$ cat config.mk
export PLATFORM = sky130hd
export DESIGN_NAME = vga_timing_gen_flat
export DESIGN_NICKNAME = d
export VERILOG_FILES = /design/src/rtl/vga_timing_if.sv /design/src/rtl/vga_timing_gen.sv /design/src/flat_wrapper.sv
export SDC_FILE = /design/constraint.sdc
export NUM_CORES = 1
export LEC_CHECK = 0
export BUFFER_PORTS_ARGS = -buffer_cell sky130_fd_sc_hd__buf_2
export CELL_PAD_IN_SITES_DETAIL_PLACEMENT = 1
export CELL_PAD_IN_SITES_GLOBAL_PLACEMENT = 2
export CORE_MARGIN = 3
export CORE_UTILIZATION = 25
export DETAILED_ROUTE_END_ITERATION = 8
export GPL_TIMING_DRIVEN = 1
export PLACE_DENSITY_LB_ADDON = 0.08
export SETUP_SLACK_MARGIN = 0.05
export SYNTH_ARGS = -nofsm -noshare
export SYNTH_HDL_FRONTEND = slang
export SYNTH_SLANG_ARGS = --single-unit
$ cat constraint.sdc
create_clock -name pixel_clk -period 3.9 [get_ports pixel_clk]
set_clock_uncertainty 0.2 [all_clocks]
set_input_delay 0.195 -clock pixel_clk [delete_from_list [all_inputs] [get_ports pixel_clk]]
set_output_delay 0.195 -clock pixel_clk [all_outputs]
set_load 0.005 [all_outputs]
$ cat src/rtl/vga_timing_if.sv
// Raster timing bundle between the VGA timing generator and the pixel pipeline.
// The generator takes the master side; consumers take the slave side.
interface vga_timing_if #(
    parameter int CW = 11
);
    logic          en;
    logic          mode_sel;
    logic          mode;
    logic [CW-1:0] hcount;
    logic [CW-1:0] vcount;
    logic          hs;
    logic          vs;
    logic          de;
    logic          blank;
    logic          line_start;
    logic          frame_start;

    modport master (
        input  en, mode_sel,
        output mode, hcount, vcount, hs, vs, de, blank, line_start, frame_start
    );

    modport slave (
        output en, mode_sel,
        input  mode, hcount, vcount, hs, vs, de, blank, line_start, frame_start
    );
endinterface

$ cat src/rtl/vga_timing_gen.sv
// Two-mode VGA raster timing generator with frame-boundary mode switching.
// Every output is decoded from the next counter state and registered, so all outputs stay aligned.
module vga_timing_gen #(
    parameter int CW      = 11,
    parameter int H_ACT0  = 640,
    parameter int H_FP0   = 16,
    parameter int H_SYNC0 = 96,
    parameter int H_BP0   = 48,
    parameter int V_ACT0  = 480,
    parameter int V_FP0   = 10,
    parameter int V_SYNC0 = 2,
    parameter int V_BP0   = 33,
    parameter bit HS_POL0 = 1'b0,
    parameter bit VS_POL0 = 1'b0,
    parameter int H_ACT1  = 800,
    parameter int H_FP1   = 40,
    parameter int H_SYNC1 = 128,
    parameter int H_BP1   = 88,
    parameter int V_ACT1  = 600,
    parameter int V_FP1   = 1,
    parameter int V_SYNC1 = 4,
    parameter int V_BP1   = 23,
    parameter bit HS_POL1 = 1'b1,
    parameter bit VS_POL1 = 1'b1
) (
    input  logic       pixel_clk,
    input  logic       rst,
    vga_timing_if.master vt
);

    localparam logic [CW-1:0] H_LAST0  = CW'(H_ACT0 + H_FP0 + H_SYNC0 + H_BP0 - 1);
    localparam logic [CW-1:0] V_LAST0  = CW'(V_ACT0 + V_FP0 + V_SYNC0 + V_BP0 - 1);
    localparam logic [CW-1:0] H_LAST1  = CW'(H_ACT1 + H_FP1 + H_SYNC1 + H_BP1 - 1);
    localparam logic [CW-1:0] V_LAST1  = CW'(V_ACT1 + V_FP1 + V_SYNC1 + V_BP1 - 1);
    localparam logic [CW-1:0] H_ACT0_C = CW'(H_ACT0);
    localparam logic [CW-1:0] H_SB0    = CW'(H_ACT0 + H_FP0);
    localparam logic [CW-1:0] H_SE0    = CW'(H_ACT0 + H_FP0 + H_SYNC0);
    localparam logic [CW-1:0] V_ACT0_C = CW'(V_ACT0);
    localparam logic [CW-1:0] V_SB0    = CW'(V_ACT0 + V_FP0);
    localparam logic [CW-1:0] V_SE0    = CW'(V_ACT0 + V_FP0 + V_SYNC0);
    localparam logic [CW-1:0] H_ACT1_C = CW'(H_ACT1);
    localparam logic [CW-1:0] H_SB1    = CW'(H_ACT1 + H_FP1);
    localparam logic [CW-1:0] H_SE1    = CW'(H_ACT1 + H_FP1 + H_SYNC1);
    localparam logic [CW-1:0] V_ACT1_C = CW'(V_ACT1);
    localparam logic [CW-1:0] V_SB1    = CW'(V_ACT1 + V_FP1);
    localparam logic [CW-1:0] V_SE1    = CW'(V_ACT1 + V_FP1 + V_SYNC1);

    logic          mode_r, mode_n;
    logic [CW-1:0] h_r, h_n, v_r, v_n;
    logic [CW-1:0] h_last, v_last;
    logic          hs_r, vs_r, de_r, ls_r, fs_r;
    logic          hs_n, vs_n, de_n, ls_n, fs_n;
    logic [CW-1:0] h_act, hs_beg, hs_end, v_act, vs_beg, vs_end;
    logic          hs_pol, vs_pol;

    assign h_last = mode_r ? H_LAST1 : H_LAST0;
    assign v_last = mode_r ? V_LAST1 : V_LAST0;

    // Reset parks on the last pixel of the frame so the first en cycle lands on (0,0).
    always_comb begin
        mode_n = mode_r;
        h_n    = h_r;
        v_n    = v_r;
        if (rst) begin
            mode_n = vt.mode_sel;
            h_n    = vt.mode_sel ? H_LAST1 : H_LAST0;
            v_n    = vt.mode_sel ? V_LAST1 : V_LAST0;
        end else if (vt.en) begin
            if (h_r == h_last) begin
                h_n = '0;
                if (v_r == v_last) begin
                    v_n    = '0;
                    mode_n = vt.mode_sel;
                end else begin
                    v_n = v_r + 1'b1;
                end
            end else begin
                h_n = h_r + 1'b1;
            end
        end
    end

    always_comb begin
        if (mode_n) begin
            h_act  = H_ACT1_C;
            hs_beg = H_SB1;
            hs_end = H_SE1;
            v_act  = V_ACT1_C;
            vs_beg = V_SB1;
            vs_end = V_SE1;
            hs_pol = HS_POL1;
            vs_pol = VS_POL1;
        end else begin
            h_act  = H_ACT0_C;
            hs_beg = H_SB0;
            hs_end = H_SE0;
            v_act  = V_ACT0_C;
            vs_beg = V_SB0;
            vs_end = V_SE0;
            hs_pol = HS_POL0;
            vs_pol = VS_POL0;
        end
        hs_n = (h_n >= hs_beg && h_n < hs_end) ? hs_pol : ~hs_pol;
        vs_n = (v_n >= vs_beg && v_n < vs_end) ? vs_pol : ~vs_pol;
        de_n = (h_n < h_act) && (v_n < v_act);
        ls_n = (h_n == '0);
        fs_n = (h_n == '0) && (v_n == '0);
    end

    always_ff @(posedge pixel_clk) begin
        if (rst || vt.en) begin
            mode_r <= mode_n;
            h_r    <= h_n;
            v_r    <= v_n;
            hs_r   <= hs_n;
            vs_r   <= vs_n;
            de_r   <= de_n;
            ls_r   <= ls_n;
            fs_r   <= fs_n;
        end
    end

    assign vt.mode        = mode_r;
    assign vt.hcount      = h_r;
    assign vt.vcount      = v_r;
    assign vt.hs          = hs_r;
    assign vt.vs          = vs_r;
    assign vt.de          = de_r;
    assign vt.blank       = ~de_r;
    assign vt.line_start  = ls_r;
    assign vt.frame_start = fs_r;

endmodule

$ cat src/flat_wrapper.sv
// flat-port wrapper written by rule: the top's interface ports become plain ports
module vga_timing_gen_flat 
#(
    parameter int CW      = 11,
    parameter int H_ACT0  = 640,
    parameter int H_FP0   = 16,
    parameter int H_SYNC0 = 96,
    parameter int H_BP0   = 48,
    parameter int V_ACT0  = 480,
    parameter int V_FP0   = 10,
    parameter int V_SYNC0 = 2,
    parameter int V_BP0   = 33,
    parameter bit HS_POL0 = 1'b0,
    parameter bit VS_POL0 = 1'b0,
    parameter int H_ACT1  = 800,
    parameter int H_FP1   = 40,
    parameter int H_SYNC1 = 128,
    parameter int H_BP1   = 88,
    parameter int V_ACT1  = 600,
    parameter int V_FP1   = 1,
    parameter int V_SYNC1 = 4,
    parameter int V_BP1   = 23,
    parameter bit HS_POL1 = 1'b1,
    parameter bit VS_POL1 = 1'b1
)
  (pixel_clk, rst, vt_en, vt_mode_sel, vt_mode, vt_hcount, vt_vcount, vt_hs, vt_vs, vt_de, vt_blank, vt_line_start, vt_frame_start);
  vga_timing_if #(.CW(CW)) vt_i ();
  input  logic pixel_clk;
  input  logic rst;
  input wire logic [$bits(vt_i.en)-1:0] vt_en;
  input wire logic [$bits(vt_i.mode_sel)-1:0] vt_mode_sel;
  output wire logic [$bits(vt_i.mode)-1:0] vt_mode;
  output wire logic [$bits(vt_i.hcount)-1:0] vt_hcount;
  output wire logic [$bits(vt_i.vcount)-1:0] vt_vcount;
  output wire logic [$bits(vt_i.hs)-1:0] vt_hs;
  output wire logic [$bits(vt_i.vs)-1:0] vt_vs;
  output wire logic [$bits(vt_i.de)-1:0] vt_de;
  output wire logic [$bits(vt_i.blank)-1:0] vt_blank;
  output wire logic [$bits(vt_i.line_start)-1:0] vt_line_start;
  output wire logic [$bits(vt_i.frame_start)-1:0] vt_frame_start;
  assign vt_i.en = vt_en;
  assign vt_i.mode_sel = vt_mode_sel;
  assign vt_mode = vt_i.mode;
  assign vt_hcount = vt_i.hcount;
  assign vt_vcount = vt_i.vcount;
  assign vt_hs = vt_i.hs;
  assign vt_vs = vt_i.vs;
  assign vt_de = vt_i.de;
  assign vt_blank = vt_i.blank;
  assign vt_line_start = vt_i.line_start;
  assign vt_frame_start = vt_i.frame_start;
  vga_timing_gen #(.CW(CW), .H_ACT0(H_ACT0), .H_FP0(H_FP0), .H_SYNC0(H_SYNC0), .H_BP0(H_BP0), .V_ACT0(V_ACT0), .V_FP0(V_FP0), .V_SYNC0(V_SYNC0), .V_BP0(V_BP0), .HS_POL0(HS_POL0), .VS_POL0(VS_POL0), .H_ACT1(H_ACT1), .H_FP1(H_FP1), .H_SYNC1(H_SYNC1), .H_BP1(H_BP1), .V_ACT1(V_ACT1), .V_FP1(V_FP1), .V_SYNC1(V_SYNC1), .V_BP1(V_BP1), .HS_POL1(HS_POL1), .VS_POL1(VS_POL1)) u_core (.pixel_clk(pixel_clk), .rst(rst), .vt(vt_i));
endmodule
**Yosys cells after proc, flatten, opt, wreduce, memory -nomap -nowiden**

Cells that the tools add are included.

- Word-level logic and storage cells: 51
- Output and inout bits: 29
- Register bits: 28
- Input bits: 4

- Multiplexer cells: 24
- Add/subtract/negate cells: 2
- Equality and inequality tests: 2
- Bitwise gates (word level): 2
- Reduce and logical (&&, ||, !) cells: 7
- $lt $le $gt $ge: 6

Operators by type and width:

| operator | count |
|---|---|
| $mux 11 | 9 |
| $lt 11x10->1 | 4 |
| $mux 10 | 3 |
| $mux 9 | 3 |
| $add 11x1->11 const B | 2 |
| $eq 11x11->1 | 2 |
| $ge 11x10->1 | 2 |
| $logic_not 11->1 | 2 |
| $mux 7 | 2 |
| $mux 1 | 7 |
| $logic_and 1x1->1 | 4 |
| $not 1->1 | 2 |
| $logic_or 1x1->1 | 1 |

**Logic depth before layout (Yosys ltp)**

- Depth after elaboration: 10
- Depth in mapped cells: 14
- Mapped depth without buffers: 13

**Least setup slack after synthesis**

Ideal clock, no wire load.

- Path kind: reg-to-reg
- Start: register u_core.mode_r, in the netlist u_core.vt.mode
- End: register u_core.hs_r, in the netlist u_core.vt.hs (data pin)
- Data required time: 3.440 ns
- Period minus slack after synthesis: 4.165 ns
- Buffers on the path: 1
- Stages on the path, launching flop included: 13
- Setup slack: -0.265 ns
- Arrival time: 3.705 ns
- Setup time: 0.260 ns
- Cells stage by stage: edfxtp_1 > or4bb_1 > a211o_1 > buf_6 > o21ai_0 > mux2i_1 > inv_1 > ha_1 > nor2b_1 > or4_1 > o211ai_1 > a221oi_2 > xnor2_1

- Cells in the longest elaborated chain, start to end: 10
- Elaborated cells on any way between the ends: 19
- Classes of those cells: 2 x order compare; 2 x eq/ne; 13 x mux; 1 x bitwise; 1 x reduce/logical

RTL lines:

| element | RTL line | source |
|---|---|---|
| start: declaration | vga_timing_gen.sv:48 | `logic mode_r, mode_n;` |
| start signal: assignment | vga_timing_gen.sv:112 | `mode_r <= mode_n;` |
| $mux 7 | vga_timing_gen.sv:57 | `assign v_last = mode_r ? V_LAST1 : V_LAST0;` |
| $eq 11x11->1 | vga_timing_gen.sv:71 | `if (v_r == v_last) begin` |
| $mux 1 | vga_timing_gen.sv:71 |  |
| $mux 1 | vga_timing_gen.sv:69 | `if (h_r == h_last) begin` |
| $mux 1 | vga_timing_gen.sv:68 | `end else if (vt.en) begin` |
| $mux 1 | vga_timing_gen.sv:64 | `if (rst) begin` |
| $mux 9 | vga_timing_gen.sv:84 | `if (mode_n) begin` |
| $ge 11x10->1 or $lt 11x10->1 (tied branches) | vga_timing_gen.sv:103 | `hs_n = (h_n >= hs_beg && h_n < hs_end) ? hs_pol : ~hs_pol;` |
| $logic_and 1x1->1 | vga_timing_gen.sv:103 |  |
| $mux 1 (*) | vga_timing_gen.sv:103 |  |
| via u_core.hs_n | vga_timing_gen.sv:52 | `logic hs_n, vs_n, de_n, ls_n, fs_n;` |
| end signal: assignment | vga_timing_gen.sv:115 | `hs_r <= hs_n;` |
| end: declaration | vga_timing_gen.sv:51 | `logic hs_r, vs_r, de_r, ls_r, fs_r;` |

The timed path passes the listed nets; every way through them passes the cells marked *.
A chain may end at the register's enable or synchronous reset.

**Worst setup path in the final report**

- Start: register u_core.h_r[10], in the netlist u_core.vt.hcount[10]
- End: register u_core.vs_r, in the netlist u_core.vt.vs (data pin)

- Elaborated cells on any way between the ends: 15
- Classes of those cells: 2 x order compare; 1 x eq/ne; 10 x mux; 1 x bitwise; 1 x reduce/logical

RTL lines:

| element | RTL line | source |
|---|---|---|
| start: declaration | vga_timing_gen.sv:49 | `logic [CW-1:0] h_r, h_n, v_r, v_n;` |
| start signal: assignment | vga_timing_gen.sv:113 | `h_r <= h_n;` |
| $eq 11x11->1 (*) | vga_timing_gen.sv:69 |  |
| $mux 11 (*) | vga_timing_gen.sv:69 |  |
| $mux 11 (*) | vga_timing_gen.sv:68 |  |
| $mux 11 (*) | vga_timing_gen.sv:64 |  |
| via u_core.v_n[8] | vga_timing_gen.sv:49 |  |
| $ge 11x10->1 or $lt 11x10->1 (tied branches) | vga_timing_gen.sv:104 | `vs_n = (v_n >= vs_beg && v_n < vs_end) ? vs_pol : ~vs_pol;` |
| $logic_and 1x1->1 (*) | vga_timing_gen.sv:104 |  |
| $mux 1 (*) | vga_timing_gen.sv:104 |  |
| via u_core.vs_n | vga_timing_gen.sv:52 |  |
| end signal: assignment | vga_timing_gen.sv:116 | `vs_r <= vs_n;` |
| end: declaration | vga_timing_gen.sv:51 |  |

Marked as above.

==> qor.yml <==
final_layout:
  final_util_pct: 35.4
  area_growth_pct: 34.4
  antenna_cells: 0
  fin_nets: 331
  layoutNonFillerInstCount: 419
  multi_input_area_um2: 1510
  drive_gt1_share_pct: 39.2
  layout.area.seq_um2: 841
  fillCellCount: 1024
synth:
  synth_fa_ha_area_share_pct: 8.02
  synth-xor-area-share_pct: 3.74
  muxShareOfSynthArea_pct: 1.28
  synth_top_family_by_area: "simple AND/OR/NAND/NOR gates"
  synth_compound_gate_area_share_pct: 21.6
  syn_inst: 240
  avgSynthCellArea_um2: 9.75
  ys_types: 60
  yosysSeqAreaShare_pct: 35.9
  synth-seq-cells: 28
  netlist_area_um2: 2340
  yosysWarnings: 0
  synth_nets: 259
  synth-simple-area-share_pct: 21.8
  ys.flop_type: "edfxtp_1"
  synthArstFlopShare_pct: 0
  synth_edf_count: 28
placement:
  hpwl_mm: 6.44
  gp_congestion: 0.779
  pre_cts_ws_ps: -41.4
  placedCellCount: 409
  port_buffers: 32
global_routing:
  grt_overflow: 0
  antenna_found_initial: 0
  first_global_vias: 2216
  use_met2_pct: 24.7
  grt_max_degree: 21
  busiest_layer: "met1"
  grt_util_met3_pct: 1.69
  grt_pass1_wl_mm: 13.0
  met1_usage_pct: 25.3
  grtUsageTotal_pct: 16.3
route:
  first_pass_iters: 4
  wire_per_inst_um: 19.8
  drtIter0Drc: 79
  viasPerCell: 5.23
  wl_mm: 8.31
  drc: 0
  vias: 2190
  drtAntennaViolNets: 0
timing:
  worst_hold_slack_ps: 254
  finalHoldViolCount: 0
  grt_setup_unrepaired: "yes"
  final_max_slew_viol_count: 0
  timing.setup.tns_ps: 0
  max_slew.worst_pin.slew_ps: 711
  finalWorstSetupSlack_ps: 145
  clock.fmax_mhz: 266
  setup_viol: 0
  slew_headroom_pct: 52.5
  post-route-min-period_ps: 3760
  fin_crit_sh_pct: 96.3
worst_hold_path:
  hold_class: "input port to flop"
critical_path:
  cp_slowest_cell: "or4bb_4"
  cp_cell_sequence: "or4bb_4, a211o_2, or4_1, a21oi_2, ha_4, a21o_1, a21oi_2, and3_2, o311a_2, o2111ai_2, mux2i_1"
  crit_arrival_ps: 3620
  critPathTopFamily: "simple AND/OR/NAND/NOR gates"
  cp-end-kind: "flop"
  path_class: "flop to flop"
  worst_setup_path_start_kind: "flop"
  worstPathRequired_ps: 3760
  timing.critical_path.buf_inv: 0
  path_common_cell: "a21oi_2"
  crit_fanout: 5
  cpPeakStageDelay_ps: 600
status:
  status: "finished, final reports clean"
floorplan:
  start_util_pct: 26.3
  row_count: 34
  core_area_um2: 8890
  die_area_um2: 10600
  ios: 33
  die_w_um: 103
  die_h_um: 103
power:
  leakagePower_nw: 1.25
  p_per_area_nw_per_um2: 312
  vdd_drop_max_v: 0.000118
cts:
  clk_latency_ps: 300
  numCtsBuffers: 3
  clock_path_buffers: 2
  path_clk_slew_ps: 120
  postCtsHoldBufs: 0
  htree_levels: 1
  cts_tree: "done"
  cts_sinks: 28
  clockRootBuffer: "clkbuf_8"
run:
  maxCapViolCount: 0
[through the flow]
stage / cell area [µm²] / power [mW]
after global routing: 3150 / 1.04
after global placement: 2880 / 0.704
after floorplan: 2380 / 0.573
final: 3150 / 0.981
after CTS: 2990 / 0.960
after detailed placement: 2880 / 0.704
[cell usage in the layout, fill, tap and decap left out, types with 6 or more instances in the layout]
master / synthesis / routed
buf_4: 0 / 43
buf_2: 0 / 32
edfxtp_1: 28 / 28
inv_1: 21 / 20
nand2_1: 16 / 14
nand4_1: 11 / 11
nor2_1: 11 / 11
a21oi_1: 12 / 10
ha_1: 15 / 10
nand3_1: 10 / 9
xnor2_1: 8 / 8
o21ai_0: 9 / 8
nor4_1: 7 / 6
[routing by layer]
metal / vias up / routed length [µm] / share of wire, %
met4: 0 / 45 / 0.54
met1: 1079 / 4320 / 52
li1: 1080 / - / -
met3: 4 / 250 / 3.0
met2: 27 / 3700 / 44
met5: - / 0 / 0
[cells by family after synthesis]
| group | count (synthesis) |
|---|---|
| DFF | 28 |
| and+or+nand+nor | 88 |
| xor gates and xnor gates | 10 |
| muxes | 3 |
| adders and majority gates | 15 |
| AOI/OAI and AO/OA | 65 |
| buffers and inverters | 31 |
[worst reg2reg max path: cells and delay by family, from the launching register on]
kind                     cells  cell delay, ps
multiplexers                 1             140
flip-flops                   1             430
AND/OR/NAND/NOR              3            1320
adder cells (fa/ha/maj)      1             250
AO/OA/AOI/OAI                6            1200
[repair_timing]
item	CTS	global route
endpoints found under the setup margin	2	3
resized for setup	5	18
pin swaps	2	10
setup buffers	0	6
[cells in the mapped netlist, drive strengths merged (2+ instances only)]
cell     n  area [µm²]
edfxtp  28         841
inv     22        82.6
nand2   17        66.3
a21oi   15        86.3
ha      15         188
nand4   11        68.8
nor2    11        41.3
o21ai   11        58.8
nand3   10        50.1
nor4     9        68.8
xnor2    8        70.1
clkbuf   6        62.6
a211oi   5        42.5
a31oi    5        46.3
nand2b   5        31.3
or3      5        31.3
nor3     4        20.0
o31ai    4        30.0
or4      4        30.0
a21o     3        22.5
buf      3        33.8
mux2i    3        30.0
o211ai   3        22.5
a211o    2        18.8
a311oi   2        17.5
and3     2        13.8
and4     2        17.5
o21bai   2        15.0
or4bb    2        22.5
xor2     2        17.5
[area by class of cell]
| type | count | area share [%] |
|---|---|---|
| inverter | 22 | 2.70 |
| tap | 108 | 4.29 |
| timing repair buffer | 76 | 16.0 |
| sequential | 28 | 26.7 |
| clock inverter | 1 | 0.954 |
| multi-input combinational | 181 | 48.0 |
| clock buffer | 3 | 1.31 |
[report_power, final]
part	switching (mW)	internal, mW
sequential	0.0215	0.365
clock	0.114	0.138
combinational	0.192	0.151
[final timing paths]
| check | depth (start not counted) | slack [ps] | startpoint | end |
|---|---|---|---|---|
| setup / recovery | 11 | 140 | u_core.vt.hcount[10]$_DFFE_PP_ | u_core.vt.vs$_DFFE_PP_ |
| hold / removal | 3 | 250 | vt_en | u_core.vt.hcount[1]$_DFFE_PP_ |
| setup reg to reg | 11 | 140 | u_core.vt.hcount[10]$_DFFE_PP_ | u_core.vt.vs$_DFFE_PP_ |
| hold reg to reg | 3 | 530 | u_core.vt.hcount[1]$_DFFE_PP_ | u_core.vt.hcount[1]$_DFFE_PP_ |
[state kept, by name, summed over array words and instances (netlist names)]
name,count
u_core.vt.vs,1
u_core.vt.vcount,11
u_core.vt.de,1
u_core.vt.hcount,11
u_core.vt.mode,1
u_core.vt.frame_start,1
u_core.vt.hs,1
u_core.vt.line_start,1
No activity file was read; power rests on OpenSTA's default activity.
